[src/rtl/lsu_pkg.sv]
// Shared encodings for the load/store unit: access sizes, FSM states and size helpers.
package lsu_pkg;

    localparam int XLEN = 32;

    localparam logic [1:0] SZ_BYTE = 2'b00;
    localparam logic [1:0] SZ_HALF = 2'b01;
    localparam logic [1:0] SZ_WORD = 2'b10;

    typedef enum logic [2:0] {
        ST_IDLE,
        ST_ACC0,
        ST_ACC1,
        ST_DONE,
        ST_ERR
    } state_e;

    function automatic logic [3:0] size_mask(input logic [1:0] size);
        case (size)
            SZ_BYTE: size_mask = 4'b0001;
            SZ_HALF: size_mask = 4'b0011;
            default: size_mask = 4'b1111;
        endcase
    endfunction

    function automatic logic [2:0] size_nbytes(input logic [1:0] size);
        case (size)
            SZ_BYTE: size_nbytes = 3'd1;
            SZ_HALF: size_nbytes = 3'd2;
            default: size_nbytes = 3'd4;
        endcase
    endfunction

endpackage

[src/rtl/lsu_align.sv]
// Lane alignment: store data/byte-enable shift across a two-word window and load
// shift plus sign/zero extension. Purely combinational.
module lsu_align
    import lsu_pkg::*;
(
    input  logic [1:0]        i_size,
    input  logic [1:0]        i_offset,
    input  logic              i_hi,
    input  logic              i_unsigned,
    input  logic [XLEN-1:0]   i_wdata,
    input  logic [2*XLEN-1:0] i_rdata,
    output logic [3:0]        o_be,
    output logic [XLEN-1:0]   o_wdata,
    output logic [XLEN-1:0]   o_rdata
);

    logic [7:0]        w_be8;
    logic [2*XLEN-1:0] w_wd64;
    logic [XLEN-1:0]   w_rsh;
    logic              w_sign;

    always_comb begin
        w_be8   = {4'b0000, size_mask(i_size)} << i_offset;
        w_wd64  = {{XLEN{1'b0}}, i_wdata} << {i_offset, 3'b000};
        o_be    = i_hi ? w_be8[7:4] : w_be8[3:0];
        o_wdata = i_hi ? w_wd64[2*XLEN-1:XLEN] : w_wd64[XLEN-1:0];

        w_rsh   = XLEN'(i_rdata >> {i_offset, 3'b000});
        case (i_size)
            SZ_BYTE: begin
                w_sign  = w_rsh[7] & ~i_unsigned;
                o_rdata = {{(XLEN-8){w_sign}}, w_rsh[7:0]};
            end
            SZ_HALF: begin
                w_sign  = w_rsh[15] & ~i_unsigned;
                o_rdata = {{(XLEN-16){w_sign}}, w_rsh[15:0]};
            end
            default: begin
                w_sign  = 1'b0;
                o_rdata = w_rsh;
            end
        endcase
    end

endmodule

[src/rtl/lsu.sv]
// MEM-stage load/store unit: 2-cycle aligned latency, 3 with a split crossing access; stalls the pipe until the response.
// LSU_MISALIGN_SPLIT_EN: split word-crossing accesses instead of raising misalign_exc.
module lsu
    import lsu_pkg::*;
(
    input  logic            clk,
    input  logic            rst,
    input  logic            req_valid,
    output logic            req_ready,
    input  logic            req_we,
    input  logic [1:0]      req_size,
    input  logic            req_unsigned,
    input  logic [XLEN-1:0] req_addr,
    input  logic [XLEN-1:0] req_wdata,
    output logic            resp_valid,
    output logic [XLEN-1:0] resp_rdata,
    output logic            misalign_exc,
    output logic            stall,
    output logic [XLEN-1:0] mem_addr,
    output logic            mem_we,
    output logic [3:0]      mem_be,
    output logic [XLEN-1:0] mem_wdata,
    input  logic [XLEN-1:0] mem_rdata
);

    state_e            r_state;
    state_e            w_next;
    logic              r_we;
    logic [1:0]        r_size;
    logic              r_unsigned;
    logic [1:0]        r_offset;
    logic [XLEN-1:0]   r_wdata;
    logic              w_idle;
    logic              w_accept;
    logic              w_reject;
    logic [2:0]        w_nbytes;
    logic [3:0]        w_be;
    logic [XLEN-1:0]   w_wdata;
    logic [XLEN-1:0]   w_ld;
    logic [2*XLEN-1:0] w_rdata64;
`ifdef LSU_MISALIGN_SPLIT_EN
    logic              w_cross;
    logic              r_cross;
    logic [XLEN-3:0]   r_addr_hi;
    logic [XLEN-1:0]   r_lo_word;
`else
    logic              w_misalign;
`endif

    assign w_idle   = (r_state == ST_IDLE);
    assign w_accept = w_idle & req_valid;
    assign w_nbytes = size_nbytes(req_size);

`ifdef LSU_MISALIGN_SPLIT_EN
    assign w_cross   = ({1'b0, req_addr[1:0]} + w_nbytes) > 3'd4;
    assign w_reject  = 1'b0;
    assign w_rdata64 = r_cross ? {mem_rdata, r_lo_word} : {{XLEN{1'b0}}, mem_rdata};
`else
    // nbytes-1 is the low-address mask that must be clear for a naturally aligned access
    assign w_misalign = |(req_addr[1:0] & (w_nbytes[1:0] - 2'd1));
    assign w_reject   = w_misalign;
    assign w_rdata64  = {{XLEN{1'b0}}, mem_rdata};
`endif

    lsu_align u_align (
        .i_size     (w_idle ? req_size : r_size),
        .i_offset   (w_idle ? req_addr[1:0] : r_offset),
        .i_hi       (r_state == ST_ACC0),
        .i_unsigned (r_unsigned),
        .i_wdata    (w_idle ? req_wdata : r_wdata),
        .i_rdata    (w_rdata64),
        .o_be       (w_be),
        .o_wdata    (w_wdata),
        .o_rdata    (w_ld)
    );

    always_ff @(posedge clk) begin
        if (rst) r_state <= ST_IDLE;
        else     r_state <= w_next;
    end

    always_comb begin
        w_next = r_state;
        case (r_state)
            ST_IDLE: if (req_valid) w_next = w_reject ? ST_ERR : ST_ACC0;
`ifdef LSU_MISALIGN_SPLIT_EN
            ST_ACC0: w_next = r_cross ? ST_ACC1 : ST_DONE;
            ST_ACC1: w_next = ST_DONE;
`else
            ST_ACC0: w_next = ST_DONE;
`endif
            default: w_next = ST_IDLE;
        endcase
    end

    always_comb begin
        req_ready    = w_idle & ~rst;
        stall        = (req_valid & w_idle) | (r_state == ST_ACC0) | (r_state == ST_ACC1);
        resp_valid   = (r_state == ST_DONE) | (r_state == ST_ERR);
`ifdef LSU_MISALIGN_SPLIT_EN
        misalign_exc = 1'b0;
`else
        misalign_exc = (r_state == ST_ERR);
`endif
        resp_rdata   = ((r_state == ST_DONE) && !r_we) ? w_ld : '0;
    end

    // mem_* are loaded one edge ahead of the state that owns them
    always_ff @(posedge clk) begin
        if (rst) begin
            mem_addr   <= '0;
            mem_we     <= 1'b0;
            mem_be     <= 4'b0000;
            mem_wdata  <= '0;
            r_we       <= 1'b0;
            r_size     <= SZ_BYTE;
            r_unsigned <= 1'b0;
            r_offset   <= 2'b00;
            r_wdata    <= '0;
`ifdef LSU_MISALIGN_SPLIT_EN
            r_cross    <= 1'b0;
            r_addr_hi  <= '0;
            r_lo_word  <= '0;
`endif
        end else begin
            mem_we <= 1'b0;
            mem_be <= 4'b0000;
            if (w_accept) begin
                r_we       <= req_we;
                r_size     <= req_size;
                r_unsigned <= req_unsigned;
                r_offset   <= req_addr[1:0];
                r_wdata    <= req_wdata;
`ifdef LSU_MISALIGN_SPLIT_EN
                r_cross    <= w_cross;
                r_addr_hi  <= req_addr[XLEN-1:2];
`endif
                if (!w_reject) begin
                    mem_addr  <= {req_addr[XLEN-1:2], 2'b00};
                    mem_we    <= req_we;
                    mem_be    <= w_be;
                    mem_wdata <= w_wdata;
                end
            end
`ifdef LSU_MISALIGN_SPLIT_EN
            if ((r_state == ST_ACC0) && r_cross) begin
                mem_addr  <= {r_addr_hi + {{(XLEN-3){1'b0}}, 1'b1}, 2'b00};
                mem_we    <= r_we;
                mem_be    <= w_be;
                mem_wdata <= w_wdata;
            end
            if (r_state == ST_ACC1) r_lo_word <= mem_rdata;
`endif
        end
    end

endmodule

[config.mk]
export PLATFORM = sky130hd
export DESIGN_NAME = lsu
export DESIGN_NICKNAME = d
export VERILOG_FILES = /design/src/rtl/lsu_pkg.sv /design/src/rtl/lsu_align.sv /design/src/rtl/lsu.sv
export SDC_FILE = /design/constraint.sdc
export NUM_CORES = 1
export LEC_CHECK = 0
export CAP_MARGIN = 20
export CORE_AREA = 2 2 117 119
export DETAILED_ROUTE_END_ITERATION = 10
export DIE_AREA = 0 0 119 121
export PLACE_DENSITY = 0.8
export SLEW_MARGIN = 20
export SYNTH_ARGS = -nofsm -noshare
export SYNTH_HDL_FRONTEND = slang
export SYNTH_SLANG_ARGS = --single-unit
export TNS_END_PERCENT = 5
[constraint.sdc]
create_clock -name clk -period 3.85 [get_ports clk]
set_clock_uncertainty 0.15 [all_clocks]
set_input_delay 0.5775 -clock clk [delete_from_list [all_inputs] [get_ports clk]]
set_output_delay 0.5775 -clock clk [all_outputs]
set_load 0.005 [all_outputs]
Yosys cells after proc, flatten, opt, wreduce, memory -nomap -nowiden. Index checks and enable logic that the tools add are counted.

Word-level logic and storage cells: 53. Input bits: 103. Output and inout port bits: 105. Bits in registers: 108.

Eq/ne operators: 7. Bitwise operators: 12. Shift-type cells: 3. Add/sub/neg operators: 1. Reductions and logical operators: 8. Muxes and demuxes: 12.

Operators with widths (number): $mux W32 (3); $pmux W32 S2 (1); $shl A32 B5 Y64 (1); $shr A32 B5 Y32 (1); $pmux W4 S2 (1); $shl A4 B2 Y8 (1); $eq A3 B2 Y1 const B (2); $mux W3 (2); $pmux W3 S2 (1); $and A1 B1 Y1 (4); $eq A2 B1 Y1 const B (2); $logic_not A2 Y1 (2); $mux W2 (2); $mux W4 (1); $not A1 Y1 (4); $pmux W2 S2 (1); $reduce_or A4 Y1 (1); $eq A3 B1 Y1 const B (1); $eq A3 B3 Y1 const B (1); $logic_not A3 Y1 (1); $or A1 B1 Y1 (3); $and A2 B2 Y2 (1); $ne A2 B2 Y1 const B (1); $reduce_and A2 Y1 (1); other kinds (4) (4).

Depth between registers and ports, before layout.
Depth in word-level cells: 8. Depth in mapped cells: 9.

Modules after synthesis. From an unflattened synthesis, not the netlist that was laid out.

Cell total of the unflattened synthesis: 783. Area total of the unflattened synthesis: 6884.1 um2.

By module, submodules not included: lsu (times used 1, cells each 545, area an instance 5077.4 um2, seq. area each 2162.1 um2); lsu_align (times used 1, cells each 238, area an instance 1806.7 um2, seq. area each 0.0 um2).

Worst setup path after synthesis. No wires, ideal clock.

Path kind: register -> output. From: register r_state[0]. To: output port resp_rdata[10]. Arrival: 2.025 ns. Cell stages (with the launch flop): 9. Required time: 3.122 ns. Slack: 1.097 ns. Path through: dfxtp_1 > buf_6 > or3_1 > buf_6 > mux2i_1 > buf_4 > mux2_2 > a221oi_1 > nor2_1.

Cells in the longest elaborated chain, start to end: 6. Elaborated cells on any way between the ends: 11. Those cells by class: eq/ne (2); shift (1); mux (4); bitwise (1); reduce/logical (3).

Ends and longest elaborated chain: start, declared (RTL line lsu.sv:26) `state_e r_state;`; start signal, assigned (RTL line lsu.sv:79) `else r_state <= w_next;`; $logic_not A3 Y1 (RTL line lsu.sv:50) `assign w_idle = (r_state == ST_IDLE);`; $mux W2 (RTL line lsu.sv:67) `.i_offset (w_idle ? req_addr[1:0] : r_offset),`; $shr A32 B5 Y32 (RTL line lsu_align.sv:28) `w_rsh = XLEN'(i_rdata >> {i_offset, 3'b000});`; $and A1 B1 Y1 (RTL line lsu_align.sv:31) `w_sign = w_rsh[7] & ~i_unsigned;`; $pmux W32 S2 (RTL line lsu_align.sv:29) `case (i_size)`; $mux W32 * (RTL line lsu.sv:105) `resp_rdata = ((r_state == ST_DONE) && !r_we) ? w_ld : '0;`; end, declared (RTL line lsu.sv:16) `output logic [XLEN-1:0] resp_rdata,`.

Mark *: on every way between the ends. The rest lies on a longest branch, timed or not.

Final worst setup path.
From: input port req_addr[1]. To: output port resp_rdata[23].

Cells in the longest elaborated chain, start to end: 5. Elaborated cells on any way between the ends: 6. Those cells by class: shift (1); mux (3); bitwise (2).

Ends and longest elaborated chain: start, declared (RTL line lsu.sv:13) `input logic [XLEN-1:0] req_addr,`; $mux W2 * (RTL line lsu.sv:67); $shr A32 B5 Y32 * (RTL line lsu_align.sv:28); $and A1 B1 Y1, on equally long branches (RTL line lsu_align.sv:35, lsu_align.sv:31); $pmux W32 S2 * (RTL line lsu_align.sv:29); $mux W32 * (RTL line lsu.sv:105).

Marks and branches as above.

==> impl_metrics.env <==
export IMPL_status="finished, final reports clean"
export IMPL_cp_slowest_stage_delay_ns=0.53
export IMPL_grt_max_degree=105
export IMPL_clock_sinks=108
export IMPL_finalNetCount=1006
export IMPL_synth_edff_count=0
export IMPL_synth_flop_cell="dfxtp_1"
export IMPL_first_pass_iters=5
export IMPL_placed_area_um2=7920
export IMPL_cts_tree="done"
export IMPL_routed_wirelength_mm=18.4
export IMPL_start_util=0.440
export IMPL_nFillCells=1150
export IMPL_die_y_um=121
export IMPL_cts_path_max_buffers=2
export IMPL_cts_root_buf="clkbuf_16"
export IMPL_hold_class="register to register"
export IMPL_cap_violations=0
export IMPL_vias_per_cell=5.49
export IMPL_path_buf_inv=2
export IMPL_grt_pass1_wl_mm=29.0
export IMPL_timing_fmax_ghz=0.272
export IMPL_irDropWorstVdd_mv=0.256
export IMPL_drtAntennaViolNets=0
export IMPL_cp_required_ns=3.12
export IMPL_holdPathStages=2
export IMPL_end_kind="output pin"
export IMPL_r2r_end="mem_be[1]"
export IMPL_num_antenna_cells=0
export IMPL_slowest_stage="clkdlybuf4s50_1"
export IMPL_whs_ns=0.304
export IMPL_path_class="input pin to output pin"
export IMPL_dpl_hpwl_mm=12.6
export IMPL_grt_pass1_vias=5663
export IMPL_synth_avg_cell_area_um2=7.88
export IMPL_postLayoutCoreUtil=0.629
export IMPL_grt_use_total=0.252
export IMPL_path_delay_family="buffers and inverters"
export IMPL_post_route_min_period_ns=3.68
export IMPL_synthToLayoutAreaGrowth_pct=43.0
export IMPL_cp_max_fo=16
export IMPL_rsz0062_at_grt="false"
export IMPL_antenna_found_initial=0
export IMPL_layout_drive_gt1_share=0.0936
export IMPL_max_slew_worst_pin_slew_ns=1.12
export IMPL_die_width_um=119
export IMPL_clk_latency_ns=0.35
export IMPL_ios=208
export IMPL_ys_seq_elements=108
export IMPL_reg2reg_from="r_state[2]"
export IMPL_htreeDepth=3
export IMPL_gp_congestion=0.889
export IMPL_cp_start_kind="input pin"
export IMPL_die_area_um2=14400
export IMPL_rrSetupSlack_ns=1.08
export IMPL_tns_ns=0
export IMPL_finish_instance_area_um2=8230
export IMPL_relSlewSlack=0.252
export IMPL_cts_inserted_buffers=9
export IMPL_overflow=0
export IMPL_cp_arrival_ns=2.95
export IMPL_ys_warn_count=0
export IMPL_netlist_cell_type_count=47
export IMPL_port_buffers=205
export IMPL_synthCells=731
export IMPL_final_max_slew_viol_count=0
export IMPL_fp_row_count=42
export IMPL_min_from="mem_addr[16]"
export IMPL_total_power_uw=3040
export IMPL_seq_area_frac_synth=0.375
export IMPL_clk_pin_slew_ns=0.07
export IMPL_core_area_um2=13100
export IMPL_synth_area_um2=5760
export IMPL_drcViolationCount=0
export IMPL_leakage_uw=0.00309
export IMPL_min_to="mem_addr[16]"
export IMPL_crit_top_cell="clkdlybuf4s50_1"
export IMPL_r2r_cells=7
export IMPL_synth_async_reset_ratio=0
export IMPL_post_cts_setup_buffer_count=0
export IMPL_setup_viol_count_final=0
export IMPL_crit_chain="clkdlybuf4s50_1 > nor2b_1 > mux2_4 > a32o_1 > a22oi_4 > o21ai_0 > clkdlybuf4s50_1"
export IMPL_period_share=0.956
export IMPL_wl_per_cell_um=17.0
export IMPL_p_per_area_nw_per_um2=369
export IMPL_drt_iter0_drc=568
export IMPL_vias=5953
export IMPL_hold_viol_final=0
-- worst reg2reg max path: stages (launching register included) --
cell and delay, ns:
dfxtp_1 0.32, buf_4 0.19, o31ai_1 0.53, o21ai_4 0.12, buf_4 0.25, nor2_2 0.70
o21ai_0 0.20, a21oi_1 0.22
-- cells in the mapped netlist, types with 3 or more instances --
master | n | share of area
clkbuf_1 | 34 | 0.022
a211oi_1 | 9 | 0.012
and2_1 | 3 | 0.0033
dfxtp_1 | 108 | 0.38
nor4_1 | 9 | 0.0098
o21ai_0 | 11 | 0.0096
nand2_1 | 224 | 0.15
mux4_2 | 14 | 0.055
a221oi_1 | 7 | 0.011
buf_6 | 3 | 0.0059
mux2i_1 | 31 | 0.054
nand4_1 | 9 | 0.0098
a21oi_1 | 99 | 0.086
nor3_1 | 18 | 0.016
buf_1 | 3 | 0.0020
and3_1 | 7 | 0.0076
nand3_1 | 9 | 0.0078
o2111ai_1 | 9 | 0.014
nor2_1 | 47 | 0.031
mux2_2 | 17 | 0.033
buf_4 | 5 | 0.0065
nor2b_1 | 3 | 0.0033
buf_2 | 18 | 0.016
-- sequential cells by signal, summed over array words and instances, names as in the netlist --
register / flops
mem_we: 1
mem_addr: 30
r_unsigned: 1
r_offset: 2
mem_wdata: 32
mem_be: 4
r_state: 3
r_we: 1
r_wdata: 32
r_size: 2
-- timing repair --
item / in CTS / in global routing
hold endpoints to repair: 0 / 0
setup endpoints to repair: 8 / 15
pin swaps: 0 / 1
hold buffers: 0 / 0
resized for setup: 1 / 2
-- cell families after synthesis --
logic type,synth area share
simple gates,0.253
compound gates,0.156
flops,0.375
buf+inv,0.0587
mux,0.156
other cells,0.000651
-- worst max-delay path by stage --
stage | startpoint | endpoint | slack [ns] | cells after the start
after global placement | req_addr[0] | resp_rdata[8] | 0.06 | 7
after CTS | r_state[2] | resp_rdata[11] | 0.03 | 6
after detailed placement | req_addr[0] | resp_rdata[11] | -0.04 | 7
final | req_addr[1] | resp_rdata[23] | 0.17 | 7
after global routing | req_size[1] | resp_rdata[19] | 0.02 | 7
after floorplan | r_state[0] | resp_rdata[10] | 1.10 | 8
-- placed cells by master (no fill, tap or decap), types with 7 or more instances in the layout --
master,count
nand2_1,224
clkdlybuf4s50_1,203
dfxtp_1,108
a21oi_1,99
nor2_1,46
mux2i_1,29
buf_4,19
nor3_1,18
mux2_2,17
mux4_2,14
o21ai_0,11
o2111ai_1,9
nand3_1,9
a211oi_1,9
nor4_1,9
nand4_1,9
clkbuf_16,9
a221oi_1,7
and3_1,7
-- layout make-up --
class                           instances  area [um^2]  area share
Inverter                                2         7.51    0.000912
Clock inverter                          6         70.1     0.00851
Tap cell                              176          220      0.0267
Sequential cell                       108         2160       0.263
Clock buffer                           10          239      0.0290
Multi-Input combinational cell        557         3310       0.402
Timing Repair Buffer                  225         2220       0.270
-- routing by layer --
layer / track usage / up-vias / part of all wire
met5: 0 / - / 0
met4: 0.0729 / 0 / 0.016
met3: 0.0479 / 25 / 0.074
met2: 0.444 / 281 / 0.50
met1: 0.315 / 2770 / 0.41
li1: - / 2877 / -
-- report_power, final --
part | internal [uW] | switching, uW | total, uW
clock network | 529 | 438 | 968
registers | 1190 | 44.8 | 1240
logic | 405 | 433 | 838
-- through the flow --
step	setup WS, ns	cells
floorplan	1.10	732
global placement	0.0579	1068
detailed placement	-0.0440	1068
CTS	0.0290	1084
global route	0.0198	1084
finish	0.171	1084
Power figures use the tool's default switching activity.
